===== src/rtl/vga_pkg.sv =====
// Shared types and constants for the VGA timing generator.
//   vga_timing_t     : packed mode geometry {h_act,h_fp,h_sync,h_bp,h_pol,
//                      v_act,v_fp,v_sync,v_bp,v_pol}; pol=1 is an active-high pulse
//   VGA_640X480/800X600 : standard modes
//   vga_timing_valid : accept/reject rule for a config offered at runtime
package vga_pkg;

  localparam int unsigned VGA_FW = 12;

  typedef struct packed {
    logic [VGA_FW-1:0] h_act;
    logic [VGA_FW-1:0] h_fp;
    logic [VGA_FW-1:0] h_sync;
    logic [VGA_FW-1:0] h_bp;
    logic              h_pol;
    logic [VGA_FW-1:0] v_act;
    logic [VGA_FW-1:0] v_fp;
    logic [VGA_FW-1:0] v_sync;
    logic [VGA_FW-1:0] v_bp;
    logic              v_pol;
  } vga_timing_t;

  typedef enum logic {
    CFG_IDLE,
    CFG_PENDING
  } vga_cfg_state_t;

  localparam vga_timing_t VGA_640X480 = '{
    h_act: 12'd640, h_fp: 12'd16, h_sync: 12'd96, h_bp: 12'd48, h_pol: 1'b0,
    v_act: 12'd480, v_fp: 12'd10, v_sync: 12'd2,  v_bp: 12'd33, v_pol: 1'b0
  };

  localparam vga_timing_t VGA_800X600 = '{
    h_act: 12'd800, h_fp: 12'd40, h_sync: 12'd128, h_bp: 12'd88, h_pol: 1'b1,
    v_act: 12'd600, v_fp: 12'd1,  v_sync: 12'd4,   v_bp: 12'd23, v_pol: 1'b1
  };

  // Two extra bits so the sum of four full-scale fields cannot wrap.
  function automatic logic [VGA_FW+1:0] axis_total(input logic [VGA_FW-1:0] a,
                                                   input logic [VGA_FW-1:0] f,
                                                   input logic [VGA_FW-1:0] s,
                                                   input logic [VGA_FW-1:0] b);
    return {2'b00, a} + {2'b00, f} + {2'b00, s} + {2'b00, b};
  endfunction

  function automatic logic vga_timing_valid(input vga_timing_t c, input int unsigned cw);
    logic [VGA_FW+1:0] ht;
    logic [VGA_FW+1:0] vt;
    logic [VGA_FW+1:0] lim;
    ht  = axis_total(c.h_act, c.h_fp, c.h_sync, c.h_bp);
    vt  = axis_total(c.v_act, c.v_fp, c.v_sync, c.v_bp);
    lim = (VGA_FW+2)'(1) << cw;
    return (c.h_act != '0) && (c.v_act != '0) && (c.h_sync != '0) &&
           (c.v_sync != '0) && (ht <= lim) && (vt <= lim);
  endfunction

endpackage


===== src/rtl/vga_timing_gen_axis_counter.sv =====
// One timing axis (horizontal or vertical).
//   count_en           : advance by one position
//   act/fp/sync/bp/pol : geometry of this axis
//   cnt                : current position
//   active             : cnt inside the visible region
//   sync_out           : sync level decoded from cnt (combinational)
//   last               : cnt is the final position; next advance wraps to 0
module vga_axis_counter
  import vga_pkg::*;
#(
  parameter int unsigned CW = 12
) (
  input  logic          clk,
  input  logic          reset,
  input  logic          count_en,
  input  logic [CW-1:0] act,
  input  logic [CW-1:0] fp,
  input  logic [CW-1:0] sync,
  input  logic [CW-1:0] bp,
  input  logic          pol,
  output logic [CW-1:0] cnt,
  output logic          active,
  output logic          sync_out,
  output logic          last
);

  logic [CW+1:0] cnt_w;
  logic [CW+1:0] sync_start;
  logic [CW+1:0] sync_end;
  logic [CW+1:0] total;

  always_comb begin
    cnt_w      = {2'b00, cnt};
    sync_start = {2'b00, act} + {2'b00, fp};
    sync_end   = sync_start + {2'b00, sync};
    total      = sync_end + {2'b00, bp};
    active     = (cnt < act);
    sync_out   = ((cnt_w >= sync_start) && (cnt_w < sync_end)) ? pol : ~pol;
    last       = (cnt_w == (total - {{(CW+1){1'b0}}, 1'b1}));
  end

  always_ff @(posedge clk or posedge reset) begin
    if (reset) begin
      cnt <= '0;
    end else if (count_en) begin
      cnt <= last ? '0 : cnt + CW'(1);
    end
  end

endmodule


===== src/rtl/vga_timing_gen.sv =====
// VGA timing generator with runtime-programmable geometry.
//   clk, reset       : system clock, async active-high reset
//   pix_ce           : pixel clock-enable
//   cfg_valid/ready  : config handshake; cfg is the offered geometry
//   cfg_err          : one-clk pulse when an offered config is rejected
//   h_sync, v_sync   : syncs, polarity from the active config
//   de, x, y         : data enable and pixel coordinates
//   line_start       : one-clk pulse for x=0
//   frame_start      : one-clk pulse for x=0,y=0
// Outputs are registered on pix_ce and lag the counters by one pixel.
module vga_timing_gen
  import vga_pkg::*;
#(
  parameter int unsigned CW       = 12,
  parameter vga_timing_t RST_MODE = VGA_640X480
) (
  input  logic          clk,
  input  logic          reset,
  input  logic          pix_ce,
  input  logic          cfg_valid,
  output logic          cfg_ready,
  input  vga_timing_t   cfg,
  output logic          cfg_err,
  output logic          h_sync,
  output logic          v_sync,
  output logic          de,
  output logic [CW-1:0] x,
  output logic [CW-1:0] y,
  output logic          line_start,
  output logic          frame_start
);

  vga_cfg_state_t state, state_nxt;
  vga_timing_t    active_cfg, shadow;
  logic           accept, reject, apply;

  logic [CW-1:0]  h_cnt, v_cnt;
  logic           h_active, v_active, h_sync_d, v_sync_d, h_last, v_last;
  logic           frame_wrap;

  assign frame_wrap = pix_ce && h_last && v_last;
  assign cfg_ready  = (state == CFG_IDLE);

  vga_axis_counter #(.CW(CW)) u_h (
    .clk(clk), .reset(reset), .count_en(pix_ce),
    .act(CW'(active_cfg.h_act)), .fp(CW'(active_cfg.h_fp)),
    .sync(CW'(active_cfg.h_sync)), .bp(CW'(active_cfg.h_bp)), .pol(active_cfg.h_pol),
    .cnt(h_cnt), .active(h_active), .sync_out(h_sync_d), .last(h_last)
  );

  vga_axis_counter #(.CW(CW)) u_v (
    .clk(clk), .reset(reset), .count_en(pix_ce && h_last),
    .act(CW'(active_cfg.v_act)), .fp(CW'(active_cfg.v_fp)),
    .sync(CW'(active_cfg.v_sync)), .bp(CW'(active_cfg.v_bp)), .pol(active_cfg.v_pol),
    .cnt(v_cnt), .active(v_active), .sync_out(v_sync_d), .last(v_last)
  );

  // Apply reads the registered pending state, so a config accepted on a
  // frame-wrap clk waits for the following wrap.
  always_comb begin
    state_nxt = state;
    accept    = 1'b0;
    reject    = 1'b0;
    apply     = 1'b0;
    case (state)
      CFG_IDLE: begin
        if (cfg_valid) begin
          if (vga_timing_valid(cfg, CW)) begin
            accept    = 1'b1;
            state_nxt = CFG_PENDING;
          end else begin
            reject = 1'b1;
          end
        end
      end
      CFG_PENDING: begin
        if (frame_wrap) begin
          apply     = 1'b1;
          state_nxt = CFG_IDLE;
        end
      end
      default: state_nxt = CFG_IDLE;
    endcase
  end

  always_ff @(posedge clk or posedge reset) begin
    if (reset) begin
      state      <= CFG_IDLE;
      shadow     <= RST_MODE;
      active_cfg <= RST_MODE;
      cfg_err    <= 1'b0;
    end else begin
      state   <= state_nxt;
      cfg_err <= reject;
      if (accept) shadow     <= cfg;
      if (apply)  active_cfg <= shadow;
    end
  end

  always_ff @(posedge clk or posedge reset) begin
    if (reset) begin
      x           <= '0;
      y           <= '0;
      de          <= 1'b0;
      h_sync      <= ~RST_MODE.h_pol;
      v_sync      <= ~RST_MODE.v_pol;
      line_start  <= 1'b0;
      frame_start <= 1'b0;
    end else begin
      line_start  <= pix_ce && (h_cnt == '0);
      frame_start <= pix_ce && (h_cnt == '0) && (v_cnt == '0);
      if (pix_ce) begin
        x      <= h_cnt;
        y      <= v_cnt;
        de     <= h_active && v_active;
        h_sync <= h_sync_d;
        v_sync <= v_sync_d;
      end
    end
  end

endmodule

===== config.mk =====
export PLATFORM = sky130hd
export DESIGN_NAME = vga_timing_gen
export DESIGN_NICKNAME = d
export VERILOG_FILES = /design/src/rtl/vga_pkg.sv /design/src/rtl/vga_timing_gen_axis_counter.sv /design/src/rtl/vga_timing_gen.sv
export SDC_FILE = /design/constraint.sdc
export NUM_CORES = 1
export LEC_CHECK = 0
export ABC_AREA = 1
export BUFFER_PORTS_ARGS = -buffer_cell sky130_fd_sc_hd__buf_2
export CAP_MARGIN = 5
export CORE_ASPECT_RATIO = 1.5
export CORE_MARGIN = 3
export CORE_UTILIZATION = 25
export DETAILED_ROUTE_END_ITERATION = 16
export PLACE_DENSITY_LB_ADDON = 0.08
export SLEW_MARGIN = 15
export SYNTH_ARGS = -nofsm -noshare
export SYNTH_HDL_FRONTEND = slang
export SYNTH_HIERARCHICAL = 1
export SYNTH_SLANG_ARGS = --single-unit

===== constraint.sdc =====
create_clock -name clk -period 14.8 [get_ports clk]
set_clock_uncertainty 0.05 [all_clocks]
set_input_delay 2.96 -clock clk [delete_from_list [all_inputs] [get_ports clk]]
set_output_delay 2.96 -clock clk [all_outputs]
set_load 0.01 [all_outputs]

==> results of run 1 <==
==> metrics by stage <==
step | utilization | power (uW) | setup slack, ns
finish | 0.290 | 2160 | 7.60
global route | 0.290 | 2320 | 7.03
CTS | 0.290 | 2220 | 7.57
detailed placement | 0.276 | 1400 | 7.40
global placement | 0.276 | 1400 | 7.42
floorplan | - | 1190 | 5.63
==> registers in the layout, summed over array words and instances, names as in the netlist <==
signal and flops:
active_cfg 98, shadow 98, u_h/cnt 12, u_v/cnt 12
x 12, y 12, cfg_err 1, de 1
frame_start 1, h_sync 1, line_start 1, state 1
v_sync 1
==> power by group <==
part / internal [uW] / switching [uW] / leakage (uW) / total, uW
combinational: 185 / 406 / 0.00771 / 591
sequential: 730 / 48.3 / 0.00336 / 778
clock: 474 / 319 / 0.000499 / 792
==> cells in the final DEF, fill, tap and decap left out, drive strengths merged, types with 5 or more instances in the layout <==
master  instances
a211oi          5
a21o           11
a21oi          81
a31oi          11
buf           143
clkbuf         45
clkinv          6
dfrtp         217
dfstp          34
fa             54
ha            190
inv           327
mux2           98
nand2         678
nand3         106
nand3b         20
nand4         122
nor2          123
nor3           26
nor4           16
o21ai          35
o21bai         11
xnor2          19
xor2           76
==> layout make-up <==
type                            count  share of cell area
Timing Repair Buffer              143              0.0341
Multi-Input combinational cell   1695               0.514
Tap cell                         1000              0.0574
Clock inverter                     11             0.00752
Antenna cell                        1            0.000115
Sequential cell                   251               0.290
Inverter                          328              0.0568
Clock buffer                       45              0.0398
==> kinds of logic after synthesis <==
family	synth area share
simple gates	0.253
fa+ha+maj	0.182
mux	0.0580
compound gates	0.0499
flops	0.332
buf+inv	0.0798
xor+xnor	0.0449
==> critical path, delay by kind of cell (launching register included) <==
| family | cells | cell delay (ns) |
|---|---|---|
| simple gates | 13 | 2.08 |
| flops | 1 | 0.41 |
| fa+ha+maj | 4 | 1.31 |
| mux | 1 | 0.38 |
| buf+inv | 4 | 0.70 |
| compound gates | 7 | 1.72 |
| xor+xnor | 2 | 0.38 |
==> layer usage <==
metal  up-vias  track usage  part of all wire
li1       7869            -                 -
met1      7262        0.198              0.47
met2       260        0.246              0.47
met3        66       0.0153             0.032
met4         0       0.0392             0.024
met5         -            0                 0
==> worst paths after layout <==
kind,startpoint,endpoint,slack (ns)
hold / removal,shadow[43],shadow[43],0.42
min in group asynchronous,reset,u_h/cnt[10],2.42
hold reg to reg,shadow[43],shadow[43],0.42
max in group asynchronous,reset,active_cfg[52],10.71
setup / recovery,active_cfg[88],active_cfg[88],7.60
setup reg to reg,active_cfg[88],active_cfg[88],7.60
==> results.tsv, run 1 <==
metric	value	unit
status	complete, no violations	
holdPathStages	2	
setup_tns	0	ns
antenna_found_initial	0	
dp_cells	3417	
syn_to_final_growth	14.6	%
yosysUniqueCellTypes	42	
hold_viol	0	
core	75300	um2
timing.final.crit_period	7.20	ns
fill_cells	8168	
timing.hold.ws	0.415	ns
gr-total-overflow	0	
slowest_delay	0.58	ns
p_per_area	99.1	nW/um2
numPortBuffers	132	
async_flop_share	1.00	
rows	123	
cts_max_path_buffers	3	
worstMarginPinSlew	1.12	ns
stdcell_count	3474	
grt_max_degree	101	
yosysTopAreaCell	dfrtp_1	
reg2reg_depth	31	
cp-end-kind	register	
syn-cell-area	19000	um2
cts_sinks	251	
dpl_cell_area	20800	um2
cts.repair.resized	0	
yosys-top-cells-count	672 x nand2_1, 327 x inv_1, 217 x dfrtp_1	
synth_seq_cells	251	
vdd_ir_drop_max	0.0000890	V
syn-num-nets	2683	
ys_warn_count	6	
drt-pass1-iter-count	5	
ioPinCount	133	
synth.top_cell.area_share	0.285	
rsz0062_at_grt	no	
hpwl	45600	um
root_buffer	clkbuf_16	
fp.dieH	344	um
nets	2795	
cap_viol_max_count	0	
grt_pass1_vias	16100	
htree_levels	1	
ys.flop_type	dfrtp_1	
cp_max_fo	57	
wire_per_inst	16.6	um
die_w	231	um
worstSkewPairLatency	0.58	ns
seqCellArea	6320	um2
cts-hold-fix-buffers	0	
route.detailed.drc	0	
drv_slew	0	
gr-usage-all-layers	0.145	
multi_input_area	11200	um2
fin_crit_sh	0.486	
vias_per_cell	4.45	
postCtsSetupBuffers	0	
start_util	0.253	
die_area	79500	um2
synth.avg_cell_area	8.14	um2
drtAntennaViolNets	0	
hold_path.class	register to register	
maxSlewHeadroom	0.257	
path_class	register to register	
synth.most_common_cell	nand2_1	
wl	57800	um
required	15.21	ns
grt_pass1_wl	91700	um
synth-edff-count	0	
timing.fmax	139	MHz
cpMaxStageDelayCell	o21ai_0	
cts_made_buffers	30	
vias	15500	
synthCells	2337	
cts_tree	done	
startpoint_type	register	
finalSetupViolCount	0	
drive_above_1_share	0.147	
yosys-top-cells-area	dfrtp_1 29%, nand2_1 13%, ha_1 12%	
clk_pin_slew	0.06	ns
fin_area	21800	um2
gp_congestion	0.841	
yosysSeqAreaShare	0.332	
cp.arrival	7.61	ns
power.leakage	0.0116	uW
dr.first_iter.drc_count	627	
Power figures use the tool's default switching activity.
==> run 2: changes to the inputs <==
==> constraint.sdc (replaced) <==
create_clock -name clk -period 7.5 [get_ports clk]
set_clock_uncertainty 0.05 [all_clocks]
set_input_delay 1.5 -clock clk [delete_from_list [all_inputs] [get_ports clk]]
set_output_delay 1.5 -clock clk [all_outputs]
set_load 0.01 [all_outputs]
==> run 2 against run 1 <==
  * Clock power grew 81%
  * Design area about the same
  * Via count rose by 0.16%
  * Total power increased by 90%
  * Cell count hardly changed
  * Worst setup slack worse by 6.4 ns
  * Global-route usage fell by 0.45 points
  * Sequential share of layout area barely moved
  * Hold slack lost 0.0041 ns
  * Register-to-register slack worse by 6.4 ns
  * Non-clock buffer count is 8 higher
  * Routed wire length decreased by 4.0%
==> results.tsv, run 2 (synthesis gave the netlist of run 1 again) <==
metric	value	unit
timing.fmax	159	MHz
largest_registers	active_cfg: 98 flops, shadow: 98 flops	
hpwl	45400	um
cts-hold-fix-buffers	0	
gp_congestion	0.838	
worstMarginPinSlew	0.904	ns
slowest_delay	0.45	ns
vias	15500	
path_class	register to register	
holdPathStages	2	
antenna_found_initial	0	
stdcell_count	3476	
hold_viol	0	
setup_tns	0	ns
path_buf_inv	3	
preCtsSetupSlack	1.18	ns
route.detailed.drc	0	
drtAntennaViolNets	0	
final_common_cell	nand2_1	
seqCellArea	6320	um2
utilization	0.290	
numPortBuffers	132	
power.leakage	0.0116	uW
p_sw	1460	uW
cts_sinks	251	
required	7.90	ns
start_util	0.253	
rr_startpoint	active_cfg[88]	
hold_path_startpoint	shadow[67]	
cp.arrival	6.68	ns
maxSlewHeadroom	0.396	
postCtsSetupBuffers	0	
setup_slack	1.22	ns
status	complete, no violations	
cts_max_path_buffers	3	
cts_tree	done	
switching_share	0.356	
grt_max_degree	100	
drt-pass1-iter-count	5	
die_area	79500	um2
rows	123	
fill_cells	8190	
rsz0062_at_grt	no	
timing.final.crit_period	6.28	ns
p_per_area	188	nW/um2
multi_input_area	11200	um2
root_buffer	clkbuf_16	
vias_per_cell	4.45	
insertedDiodeCount	0	
gr-total-overflow	0	
reg2reg_depth	31	
htree_levels	1	
fin_crit_sh	0.837	
gr-usage-all-layers	0.141	
grt_pass1_wl	89200	um
cp_max_fo	50	
drv_slew	0	
rrSetupSlack	1.22	ns
drive_above_1_share	0.151	
worstReg2RegEnd	active_cfg[15]	
p_comb_frac	0.280	
pwr-share-seq	0.372	
timing.hold.ws	0.411	ns
cp-end-kind	register	
ioPinCount	133	
vdd_ir_drop_max	0.000121	V
final_cell_mix	671 x nand2_1, 326 x inv_1, 217 x dfrtp_1	
core	75300	um2
wl	55400	um
cts_made_buffers	29	
cts.repair.resized	0	
setup.worst_path.start	active_cfg[88]	
critical_path.top_delay_family	simple AND/OR/NAND/NOR gates	
finalSetupViolCount	0	
wire_per_inst	15.9	um
dp_cells	3425	
hold_path.class	register to register	
min_to	shadow[67]	
worstSkewPairLatency	0.58	ns
cap_viol_max_count	0	
fp.dieH	344	um
power_frac_clock	0.349	
clk_pin_slew	0.07	ns
cpMostUsedCell	nand2_1	
die_w	231	um
syn_to_final_growth	14.6	%
cpMaxStageDelayCell	o21ai_0	
power.internal	2650	uW
startpoint_type	register	
dr.first_iter.drc_count	642	
nets	2802	
grt_pass1_vias	16200	
[run 2: worst max path at each step]
stage	endpoint	cells past startpoint
4_1_cts	active_cfg[15]	31
2_1_floorplan	active_cfg[0]	32
3_5_place_dp	active_cfg[30]	31
3_3_place_gp	active_cfg[3]	31
6_report	active_cfg[15]	31
5_1_grt	active_cfg[25]	30
[run 2: power by group through the flow]
stage / sequential [uW] / clock (uW) / combinational (uW)
final: 1530 / 1430 / 1150
after global routing: 1540 / 1550 / 1350
after CTS: 1530 / 1510 / 1180
after detailed placement: 1560 / 0 / 1180
after global placement: 1560 / 0 / 1170
after floorplan: 1520 / 0 / 832
[run 2: worst reg2reg max path: cells and delay by family (launching register included)]
kind / cells / cell delay, ns
AO/OA/AOI/OAI: 6 / 1.31
flip-flops: 1 / 0.40
buffers and inverters: 3 / 0.48
multiplexers: 1 / 0.35
adder cells (fa/ha/maj): 4 / 1.30
AND/OR/NAND/NOR: 15 / 1.95
XOR/XNOR: 2 / 0.35
[run 2: routing by layer]
metal	global-route usage	up-vias	wire (um)
li1	-	7889	-
met1	0.189	7276	26300
met2	0.240	241	26000
met3	0.0130	75	1540
met4	0.0454	0	1620
met5	0	-	0
[run 2: per-stage QoR]
step | instance area [um2] | power (uW)
floorplan | 19000 | 2350
global placement | 20900 | 2730
detailed placement | 20900 | 2730
CTS | 21800 | 4230
global route | 21800 | 4440
finish | 21800 | 4110
[run 2: area by class of cell]
| cell class | instances | area share |
|---|---|---|
| multi-input cells | 1695 | 0.514 |
| flip-flops and latches | 251 | 0.290 |
| well taps | 1000 | 0.0574 |
| inverters | 328 | 0.0566 |
| repair buffers | 151 | 0.0391 |
| clock buffers | 34 | 0.0355 |
| clock inverters | 17 | 0.00740 |
==> run 3: changes to the inputs <==
==> constraint.sdc (replaced) <==
create_clock -name clk -period 6 [get_ports clk]
set_clock_uncertainty 0.05 [all_clocks]
set_input_delay 1.2 -clock clk [delete_from_list [all_inputs] [get_ports clk]]
set_output_delay 1.2 -clock clk [all_outputs]
set_load 0.01 [all_outputs]
==> run 3 against run 2 <==
  * Register-to-register slack worse by 0.70 ns
  * Worst setup slack worse by 0.70 ns
  * Clock-buffer cell count up 9
  * Design area up 0.25%
  * Combinational power up 25%
  * Die area unchanged
  * Cell count unchanged
  * Utilization up 0.071 points
  * Largest power group unchanged
  * Critical endpoint is now active_cfg[13]
  * Critical path depth down 2
  * Highest routed layer unchanged
==> results.tsv, run 3 (synthesis gave the netlist of run 1 again) <==
metric	value	unit
status	complete, no violations	
p_sw	1780	uW
drtAntennaViolNets	0	
fill_cells	8185	
drive_above_1_share	0.153	
htree_levels	1	
hold_viol	0	
timing.fmax	183	MHz
worstMarginPinSlew	0.791	ns
start_util	0.253	
grt_max_degree	101	
gr-total-overflow	0	
maxSlewHeadroom	0.468	
final_common_cell	nand2_1	
route.detailed.drc	0	
wire_per_inst	16.2	um
largest_registers	active_cfg: 98 flops, shadow: 98 flops	
power	5020	uW
timing.final.crit_period	5.47	ns
worstSkewPairLatency	0.57	ns
switching_share	0.355	
cts-hold-fix-buffers	0	
rr_startpoint	active_cfg[26]	
power.leakage	0.0116	uW
antenna_found_initial	0	
root_buffer	clkbuf_16	
vdd_ir_drop_max	0.000245	V
vias_per_cell	4.45	
hold_path_startpoint	shadow[6]	
fin_crit_sh	0.912	
stdcell_count	3476	
required	6.38	ns
numPortBuffers	132	
cp-end-kind	register	
cp_max_fo	49	
setup.worst_path.start	active_cfg[26]	
cpMostUsedCell	inv_1	
p_comb_frac	0.286	
wl	56300	um
cp.arrival	5.85	ns
syn_to_final_growth	14.9	%
grt_pass1_wl	89300	um
startpoint_type	register	
nets	2801	
clk_pin_slew	0.06	ns
path_class	register to register	
die_area	79500	um2
slowest_delay	0.54	ns
drt-pass1-iter-count	5	
hpwl	45500	um
fp.dieH	344	um
p_per_area	230	nW/um2
ioPinCount	133	
drv_slew	0	
dr.first_iter.drc_count	635	
insertedDiodeCount	0	
grt_pass1_vias	16200	
cts_tree	done	
hold_path.class	register to register	
core	75300	um2
rows	123	
finalSetupViolCount	0	
gp_congestion	0.835	
power_frac_clock	0.334	
vias	15500	
final_cell_mix	671 x nand2_1, 326 x inv_1, 217 x dfrtp_1	
cap_viol_max_count	0	
die_w	231	um
cts_sinks	251	
cts_made_buffers	27	
power.internal	3240	uW
cts_max_path_buffers	3	
dp_cells	3420	
gr-usage-all-layers	0.140	
pwr-share-seq	0.380	
cpMaxStageDelayCell	dfstp_2	
-- run 3: path summary, 6_finish.rpt --
kind	end	slack [ns]	cells past startpoint
max	active_cfg[13]	0.53	29
min	shadow[6]	0.41	2
max reg2reg	active_cfg[13]	0.53	29
min reg2reg	shadow[6]	0.41	2
max in group asynchronous	active_cfg[50]	4.13	3
min in group asynchronous	u_h/cnt[10]	0.64	2
-- run 3: cell type report --
class | count | area, um2 | share of cell area
Multi-Input combinational cell | 1695 | 11300 | 0.515
Tap cell | 1000 | 1250 | 0.0572
Clock buffer | 43 | 796 | 0.0364
Clock inverter | 7 | 75.1 | 0.00343
Timing Repair Buffer | 152 | 915 | 0.0418
Inverter | 328 | 1230 | 0.0565
Sequential cell | 251 | 6320 | 0.289
-- run 3: power groups by stage --
stage	combinational, uW	sequential (uW)	clock (uW)
final	1440	1910	1680
after global routing	1670	1930	1820
after CTS	1470	1910	1780
after detailed placement	1470	1940	0
after global placement	1450	1940	0
after floorplan	1040	1900	0
-- run 3: critical path: cells and delay by family, from the launching register on --
family / cells / cell delay (ns)
buffers and inverters: 5 / 0.49
adders and majority gates: 4 / 1.34
DFF: 1 / 0.54
xor gates and xnor gates: 3 / 0.56
AOI/OAI and AO/OA: 3 / 0.42
muxes: 1 / 0.32
and+or+nand+nor: 13 / 1.54
-- run 3: repair_timing --
action	in CTS	in global routing
endpoints found under the setup margin	0	98
buffers inserted	0	4
resized for setup	0	17
-- run 3: per-layer routing --
layer | vias up | part of all wire | track usage
met5 | - | 0 | 0
met4 | 0 | 0.028 | 0.0413
met3 | 68 | 0.030 | 0.0147
met2 | 248 | 0.47 | 0.237
met1 | 7285 | 0.47 | 0.190
li1 | 7857 | - | -
-- run 3: metrics by stage --
step / util / setup WS [ns] / hold slack [ns] / area [um2] / setup TNS, ns
4_1_cts: 0.289 / 0.223 / 0.416 / 21700 / 0
3_3_place_gp: 0.277 / 0.285 / 0.401 / 20900 / 0
2_1_floorplan: - / 0.784 / 0.388 / 19000 / 0
3_5_place_dp: 0.277 / 0.275 / 0.405 / 20900 / 0
5_1_grt: 0.291 / -0.0101 / 0.436 / 21900 / -0.0101
6_report: 0.291 / 0.525 / 0.410 / 21900 / 0
